[src/rtl/cnn_stream_feeder_pkg.sv]
// Shared types and sizes for the CNN stream feeder.
// Frame geometry, mode encoding and FSM states.
package cnn_stream_feeder_pkg;

    localparam int N_WEIGHT = 54;
    localparam int N_DATA   = 64;
    localparam int N_RESULT = 3;
    localparam int TIMEOUT  = 255;

    localparam logic MODE_WEIGHT = 1'b0;

    localparam int WCNT_W = $clog2(N_WEIGHT + 1);
    localparam int PTR_W  = $clog2(N_DATA);
    localparam int RCNT_W = $clog2(N_RESULT + 1);
    localparam int TCNT_W = $clog2(TIMEOUT + 1);

    typedef enum logic [2:0] {
        IDLE,
        WLOAD,
        DFILL,
        DBURST,
        WAIT_RES,
        DONE
    } state_e;

endpackage

[src/rtl/cnn_stream_feeder_if.sv]
// Byte stream, accelerator load port and result stream.
// The feeder is the slave; host plus accelerator is the master.
interface cnn_stream_feeder_if;

    logic       s_valid;
    logic [7:0] s_data;
    logic       s_ready;
    logic       acc_mode;
    logic [7:0] acc_din;
    logic       acc_ram_en;
    logic [7:0] acc_dout;
    logic       acc_out_flag;
    logic       r_valid;
    logic [7:0] r_data;

    modport master (
        output s_valid, s_data, acc_dout, acc_out_flag,
        input  s_ready, acc_mode, acc_din, acc_ram_en,
        input  r_valid, r_data
    );

    modport slave (
        input  s_valid, s_data, acc_dout, acc_out_flag,
        output s_ready, acc_mode, acc_din, acc_ram_en,
        output r_valid, r_data
    );

endinterface

[src/rtl/cnn_stream_feeder_burst_buf.sv]
// Image staging buffer: filled at host pace, drained
// back-to-back so the accelerator sees one gap-free burst.
module feeder_burst_buf
    import cnn_stream_feeder_pkg::*;
(
    input  logic       clk,
    input  logic       rst_n,
    input  logic       wr_en_i,
    input  logic [7:0] wr_data_i,
    input  logic       rd_en_i,
    output logic [7:0] rd_data_o,
    output logic       wr_last_o,
    output logic       rd_last_o,
    output logic       full_o
);

    localparam logic [PTR_W-1:0] LAST = PTR_W'(N_DATA - 1);

    logic [7:0]       mem_q [N_DATA];
    logic [PTR_W-1:0] wr_ptr_q;
    logic [PTR_W-1:0] rd_ptr_q;
    logic             full_q;

    assign wr_last_o = (wr_ptr_q == LAST);
    assign rd_last_o = (rd_ptr_q == LAST);
    assign rd_data_o = mem_q[rd_ptr_q];
    assign full_o    = full_q;

    // Storage, pointers and full flag; pointers wrap after one frame.
    always_ff @(posedge clk or negedge rst_n) begin
        if (!rst_n) begin
            for (int i = 0; i < N_DATA; i++) begin
                mem_q[i] <= '0;
            end
            wr_ptr_q <= '0;
            rd_ptr_q <= '0;
            full_q   <= 1'b0;
        end else begin
            if (wr_en_i) begin
                mem_q[wr_ptr_q] <= wr_data_i;
                wr_ptr_q <= wr_last_o ? '0 : wr_ptr_q + PTR_W'(1);
                if (wr_last_o) begin
                    full_q <= 1'b1;
                end
            end
            if (rd_en_i) begin
                rd_ptr_q <= rd_last_o ? '0 : rd_ptr_q + PTR_W'(1);
                if (rd_last_o) begin
                    full_q <= 1'b0;
                end
            end
        end
    end

endmodule

[src/rtl/cnn_stream_feeder.sv]
// Host-side feeder: paces weights, stages and bursts image
// bytes into the accelerator, then collects result bytes.
module cnn_stream_feeder
    import cnn_stream_feeder_pkg::*;
(
    input  logic                clk,
    input  logic                rst_n,
    input  logic                start,
    input  logic                skip_weights,
    cnn_stream_feeder_if.slave  bus,
    output logic                busy,
    output logic                done,
    output logic                err_timeout
);

    state_e              state_q, state_d;
    logic [WCNT_W-1:0]   wcnt_q, wcnt_d;
    logic [RCNT_W-1:0]   rcnt_q, rcnt_d;
    logic [TCNT_W-1:0]   tcnt_q, tcnt_d;
    logic                mode_q, mode_d;
    logic                ram_en_q, ram_en_d;
    logic [7:0]          din_q, din_d;
    logic                r_valid_q, r_valid_d;
    logic [7:0]          r_data_q, r_data_d;
    logic                err_q, err_d;

    logic                hs;
    logic                buf_wr;
    logic                buf_rd;
    logic                wr_last;
    logic                rd_last;
    logic                buf_full;
    logic [7:0]          buf_rdata;

    assign bus.s_ready = (state_q == WLOAD) || (state_q == DFILL);
    assign hs          = bus.s_valid && bus.s_ready;
    assign buf_wr      = hs && (state_q == DFILL);
    assign buf_rd      = (state_q == DBURST) && buf_full;

    assign bus.acc_mode   = mode_q;
    assign bus.acc_din    = din_q;
    assign bus.acc_ram_en = ram_en_q;
    assign bus.r_valid    = r_valid_q;
    assign bus.r_data     = r_data_q;
    assign busy           = (state_q != IDLE);
    assign done           = (state_q == DONE);
    assign err_timeout    = err_q;

    feeder_burst_buf u_buf (
        .clk       (clk),
        .rst_n     (rst_n),
        .wr_en_i   (buf_wr),
        .wr_data_i (bus.s_data),
        .rd_en_i   (buf_rd),
        .rd_data_o (buf_rdata),
        .wr_last_o (wr_last),
        .rd_last_o (rd_last),
        .full_o    (buf_full)
    );

    // Next state, counters and registered accelerator/result outputs.
    always_comb begin
        state_d   = state_q;
        wcnt_d    = wcnt_q;
        rcnt_d    = rcnt_q;
        tcnt_d    = tcnt_q;
        mode_d    = MODE_WEIGHT;
        ram_en_d  = 1'b0;
        din_d     = din_q;
        r_valid_d = 1'b0;
        r_data_d  = r_data_q;
        err_d     = err_q;
        unique case (state_q)
            IDLE: begin
                if (start) begin
                    err_d   = 1'b0;
                    wcnt_d  = '0;
                    rcnt_d  = '0;
                    tcnt_d  = '0;
                    state_d = skip_weights ? DFILL : WLOAD;
                end
            end
            WLOAD: begin
                if (hs) begin
                    din_d    = bus.s_data;
                    ram_en_d = 1'b1;
                    if (wcnt_q == WCNT_W'(N_WEIGHT - 1)) begin
                        wcnt_d  = '0;
                        state_d = DFILL;
                    end else begin
                        wcnt_d = wcnt_q + WCNT_W'(1);
                    end
                end
            end
            DFILL: begin
                if (hs && wr_last) begin
                    state_d = DBURST;
                end
            end
            DBURST: begin
                if (buf_rd) begin
                    din_d    = buf_rdata;
                    ram_en_d = 1'b1;
                    mode_d   = ~MODE_WEIGHT;
                    if (rd_last) begin
                        tcnt_d  = '0;
                        state_d = WAIT_RES;
                    end
                end
            end
            WAIT_RES: begin
                if (bus.acc_out_flag) begin
                    r_valid_d = 1'b1;
                    r_data_d  = bus.acc_dout;
                    tcnt_d    = '0;
                    rcnt_d    = rcnt_q + RCNT_W'(1);
                    if (rcnt_q == RCNT_W'(N_RESULT - 1)) begin
                        state_d = DONE;
                    end
                end else if (tcnt_q == TCNT_W'(TIMEOUT - 1)) begin
                    err_d   = 1'b1;
                    state_d = DONE;
                end else begin
                    tcnt_d = tcnt_q + TCNT_W'(1);
                end
            end
            DONE: begin
                state_d = IDLE;
            end
            default: begin
                state_d = IDLE;
            end
        endcase
    end

    // State register.
    always_ff @(posedge clk or negedge rst_n) begin
        if (!rst_n) begin
            state_q <= IDLE;
        end else begin
            state_q <= state_d;
        end
    end

    // Counters and registered outputs.
    always_ff @(posedge clk or negedge rst_n) begin
        if (!rst_n) begin
            wcnt_q    <= '0;
            rcnt_q    <= '0;
            tcnt_q    <= '0;
            mode_q    <= MODE_WEIGHT;
            ram_en_q  <= 1'b0;
            din_q     <= '0;
            r_valid_q <= 1'b0;
            r_data_q  <= '0;
            err_q     <= 1'b0;
        end else begin
            wcnt_q    <= wcnt_d;
            rcnt_q    <= rcnt_d;
            tcnt_q    <= tcnt_d;
            mode_q    <= mode_d;
            ram_en_q  <= ram_en_d;
            din_q     <= din_d;
            r_valid_q <= r_valid_d;
            r_data_q  <= r_data_d;
            err_q     <= err_d;
        end
    end

endmodule

[src/flat_wrapper.sv]
// flat-port wrapper written by rule: the top's interface ports become plain ports
module cnn_stream_feeder_flat import cnn_stream_feeder_pkg::*;
  (clk, rst_n, start, skip_weights, busy, done, err_timeout, bus_s_valid, bus_s_data, bus_acc_dout, bus_acc_out_flag, bus_s_ready, bus_acc_mode, bus_acc_din, bus_acc_ram_en, bus_r_valid, bus_r_data);
  cnn_stream_feeder_if bus_i ();
  input  logic clk;
  input  logic rst_n;
  input  logic start;
  input  logic skip_weights;
  output logic busy;
  output logic done;
  output logic err_timeout;
  input wire logic [$bits(bus_i.s_valid)-1:0] bus_s_valid;
  input wire logic [$bits(bus_i.s_data)-1:0] bus_s_data;
  input wire logic [$bits(bus_i.acc_dout)-1:0] bus_acc_dout;
  input wire logic [$bits(bus_i.acc_out_flag)-1:0] bus_acc_out_flag;
  output wire logic [$bits(bus_i.s_ready)-1:0] bus_s_ready;
  output wire logic [$bits(bus_i.acc_mode)-1:0] bus_acc_mode;
  output wire logic [$bits(bus_i.acc_din)-1:0] bus_acc_din;
  output wire logic [$bits(bus_i.acc_ram_en)-1:0] bus_acc_ram_en;
  output wire logic [$bits(bus_i.r_valid)-1:0] bus_r_valid;
  output wire logic [$bits(bus_i.r_data)-1:0] bus_r_data;
  assign bus_i.s_valid = bus_s_valid;
  assign bus_i.s_data = bus_s_data;
  assign bus_i.acc_dout = bus_acc_dout;
  assign bus_i.acc_out_flag = bus_acc_out_flag;
  assign bus_s_ready = bus_i.s_ready;
  assign bus_acc_mode = bus_i.acc_mode;
  assign bus_acc_din = bus_i.acc_din;
  assign bus_acc_ram_en = bus_i.acc_ram_en;
  assign bus_r_valid = bus_i.r_valid;
  assign bus_r_data = bus_i.r_data;
  cnn_stream_feeder u_core (.clk(clk), .rst_n(rst_n), .start(start), .skip_weights(skip_weights), .bus(bus_i), .busy(busy), .done(done), .err_timeout(err_timeout));
endmodule
[config.mk]
export PLATFORM = sky130hd
export DESIGN_NAME = cnn_stream_feeder_flat
export DESIGN_NICKNAME = d
export VERILOG_FILES = /design/src/rtl/cnn_stream_feeder_pkg.sv /design/src/rtl/cnn_stream_feeder_if.sv /design/src/rtl/cnn_stream_feeder_burst_buf.sv /design/src/rtl/cnn_stream_feeder.sv /design/src/flat_wrapper.sv
export SDC_FILE = /design/constraint.sdc
export NUM_CORES = 1
export LEC_CHECK = 0
export BUFFER_PORTS_ARGS = -buffer_cell sky130_fd_sc_hd__buf_2
export CELL_PAD_IN_SITES_DETAIL_PLACEMENT = 1
export CELL_PAD_IN_SITES_GLOBAL_PLACEMENT = 1
export CORE_ASPECT_RATIO = 1.2
export CORE_MARGIN = 2
export CORE_UTILIZATION = 40
export CTS_CLUSTER_DIAMETER = 50
export DETAILED_ROUTE_END_ITERATION = 16
export GPL_TIMING_DRIVEN = 1
export MAX_ROUTING_LAYER = met4
export PLACE_DENSITY = 0.66
export SETUP_SLACK_MARGIN = 0.2
export SYNTH_ARGS = -nofsm -noshare
export SYNTH_HDL_FRONTEND = slang
export SYNTH_SLANG_ARGS = --single-unit
[constraint.sdc]
create_clock -name clk -period 3.2 [get_ports clk]
set_clock_uncertainty 0.1 [all_clocks]
set_input_delay 0.16 -clock clk [delete_from_list [all_inputs] [get_ports clk]]
set_output_delay 0.16 -clock clk [all_outputs]
set_load 0.02 [all_outputs]
==> results.md <==
* Die Wd at 238 um
* Total design power at 20.8 mW
* IO Pins at 45
* Crit path kind: flip-flop to flip-flop
* Final std cells w/o fill at 2,767
* CP required at 3600 ps
* Finish-stage setup viols at 0
* DP Area at 27,600 um^2
* Ant diodes at 0
* Vias/cell at 5.64
* I/O Buffers at 44
* Final worst slack at 329 ps
* Final hold vios at 0
* CP Data Arrival Time at 3270 ps
* Top FF cell, synth: dfrtp_1
* Compound-Gate Fraction of Synth Area at 3.19%
* Die ar. at 67,600 um^2
* 1st-iter DRT viols at 835
* Drt pass-1 iters at 5
* Gpl congestion at 0.821
* Endpoint of the worst-slack reg-to-reg timing path: u_core.u_buf.mem_q[425]$_DFFE_PN0P_
* Startpoint types: flip-flop
* Mean post-synth cell area at 14.3 um^2
* Critical path origin: u_core.state_q[1]$_DFFE_PN0P_
* Clk pin slew, worst setup/hold paths at 60 ps
* Post-DRT Antenna Nets at 0
* Critical path, cell by cell: nand4bb_1, nor2_1, nand3_2, nor2_2, mux2_2
* Setup_tns at 0 ps
* CTS tree: done
* Fraction of layout cells with a size suffix above 1 at 47.3%
* Reg2reg start: u_core.state_q[1]$_DFFE_PN0P_
* Leakage power at 14.0 nW
* Count of buffer and inverter cells on the critical path at 0
* H-tree levels at 2
* Min-Delay Startpoint: bus_s_data[5]
* Outcome: completed
* Largest net degree at the start of global routing at 84
* Reg2reg path depth at 5
* Rel. slew slack at 25.7%
* DRC viols at 0
* FFs w/ async S/R, synth at 100%
* Syn Std Cell Area at 26,200 um^2
* Number of global-route vias before repair at 17,600
* Critical Path Max Stage Delay at 640 ps
* Minimum clock period at 2870 ps
* Clock tree buffer depth at 3
* Rows at 102
* Post-DP HPWL at 44,400 um
* Crit-path slowest cell: nor2_2
* First-pass GRT wire length at 108,000 um
* CTS buffer count at 60
* Cell Pwr Density at 701 nW/um^2
* Routed len/inst at 24.7 um
* Clock root buffer: clkbuf_16
* Yosys top cell area share at 53.8%
* Hold WS at 58.2 ps
* Crit share post-route at 89.7%
* Worst Setup End Kind: flip-flop
* Top fanout value on the critical path at 10
* Post-Synthesis Cells at 1,840
* Netlist cell types at 55
* Largest family of logic cells by synthesized area: multiplexers
* Area leader, netlist: dfrtp_1
* Starting density of the core at 40.5%
* Clk_lat worst skew at 620 ps
* Worst-Margin Slew at 1110 ps
* Final global-route overflow total at 0
* Syn Nets at 1,869
* Maxcap violations at 0
* DR vias at 15,600
* Slew Viols, Final at 0
* XOR/XNOR share of the synthesized area at 0.200%
* Clock Sinks at 564
* Yosys warnings at 0
* Hold Crit Class: input port to flip-flop
* Area contributors post-synth: dfrtp_1 54%, mux2_2 23%, mux4_2 9.6%, nand2_1 1.9%, clkbuf_1 1.2%
* Initial antenna violation count at 0
* Final wirelength at 68,500 um
* Final instance area at 29,700 um^2
* FMAX at 348 MHz
* EDFF count, synth at 0
* # placed instances at 2,642
* Seq/Total Area, Yosys at 53.8%
* Fin util at 45.8%
* Dominant cell by count in the synthesized netlist: dfrtp_1
* Die Span Y at 284 um
* Max IR drop VDD at 0.373 mV
* Core area at 64,700 um^2
* Unrepaired setup endpoints after global routing: no
* Post-Place Worst Slack at 376 ps
* Post-synthesis adder-cell area fraction at 0.334%
* Worst setup path end: u_core.u_buf.mem_q[425]$_DFFE_PN0P_
* Critical path depth in cells at 5
* Total GRT Usage at 21.5%
* Total Nets Final at 1,915
* Synth top cells by count: 564 x dfrtp_1, 534 x mux2_2, 135 x nand2_1
* Layout area overhead at 13.1%
* Synth Register Bits at 564
* CP top delay family: simple AND/OR/NAND/NOR gates
* FF-to-FF setup slack at 330 ps
* CTS resizes at 0
* Post-Synth Simple-Gate Area at 6.09%
* Multiplexer share of the synthesized area at 34.1%
-- final cells by class --
cell class | instances | area (um^2)
fill | 6389 | 35100
sequential | 564 | 14100
multi-input combinational | 1132 | 11500
clock buffer | 89 | 1750
tap | 832 | 1040
timing repair buffer | 115 | 973
clock inverter | 22 | 200
inverter | 13 | 48.8
-- kinds of logic (layout without fill, tap and decap cells) --
kind of cell / after synthesis / after routing
compound gates: 127 / 127
xor+xnor: 6 / 6
fa+ha+maj: 7 / 7
buf+inv: 144 / 239
flops: 564 / 564
mux: 685 / 685
simple gates: 307 / 307
-- timing repair --
action | in CTS | in global routing
hold buffers | 14 | 0
setup buffers | 0 | 0
hold endpoints to repair | 114 | 0
-- cell usage in the layout (no fill, tap or decap), drive strengths merged, types with 2 or more instances in the layout --
| cell | Yosys | layout |
|---|---|---|
| dfrtp | 564 | 564 |
| or3 | 7 | 7 |
| and3b | 3 | 3 |
| inv | 11 | 13 |
| nand3b | 4 | 4 |
| and2 | 6 | 6 |
| bufinv | 0 | 2 |
| a32oi | 16 | 16 |
| or3b | 2 | 2 |
| dlygate4sd3 | 0 | 14 |
| o21bai | 2 | 2 |
| a22oi | 16 | 16 |
| xnor2 | 5 | 5 |
| clkbuf | 87 | 89 |
| a22o | 2 | 2 |
| or2 | 6 | 6 |
| nand3 | 34 | 34 |
| nor3 | 7 | 7 |
| or4 | 2 | 2 |
| ha | 7 | 7 |
| nor2 | 51 | 51 |
| clkinv | 2 | 19 |
| o311ai | 3 | 3 |
| o31ai | 7 | 7 |
| nor3b | 4 | 4 |
| o21ai | 38 | 38 |
| nand2b | 4 | 4 |
| nand2 | 160 | 160 |
| and3 | 3 | 3 |
| mux2i | 27 | 27 |
| a222oi | 8 | 8 |
| mux4 | 112 | 112 |
| a21oi | 28 | 28 |
| buf | 44 | 101 |
| nand4 | 2 | 2 |
| mux2 | 546 | 546 |
| nor2b | 8 | 8 |
-- how the worst min path moves through the flow --
stage / endpoint / slack (ps) / depth (start not counted)
3_3_place_gp: u_core.wcnt_q[4]$_DFFE_PN0P_ / 150 / 1
2_1_floorplan: u_core.bus.acc_din[0]$_DFFE_PN0P_ / -240 / 0
4_1_cts: u_core.u_buf.mem_q[301]$_DFFE_PN0P_ / 30 / 2
6_report: u_core.u_buf.mem_q[301]$_DFFE_PN0P_ / 60 / 2
3_5_place_dp: u_core.wcnt_q[2]$_DFFE_PN0P_ / 150 / 1
5_1_grt: u_core.u_buf.mem_q[13]$_DFFE_PN0P_ / 60 / 2
-- sequential cells by signal, summed over array words and instances, names as in the netlist --
name	cells
u_core.tcnt_q	8
u_core.u_buf.wr_ptr_q	6
u_core.bus.acc_mode	1
u_core.rcnt_q	2
u_core.bus.r_data	8
u_core.u_buf.mem_q	512
u_core.bus.acc_din	8
u_core.bus.acc_ram_en	1
u_core.wcnt_q	6
u_core.bus.r_valid	1
u_core.err_timeout	1
u_core.state_q	3
u_core.u_buf.full_o	1
u_core.u_buf.rd_ptr_q	6
-- layer usage --
metal	vias up	global-route usage (%)	share of wire [%]
met5	-	-	0
met4	0	6.31	2.8
met3	118	2.79	3.1
met2	244	36.1	50
met1	8414	27.4	44
li1	6839	-	-
-- power by group --
group	switching, mW	internal [mW]
logic	3.06	2.30
registers	0.652	7.93
clock network	2.91	3.95
total	6.62	14.2
Note: power is estimated with default switching activity, not from simulation.
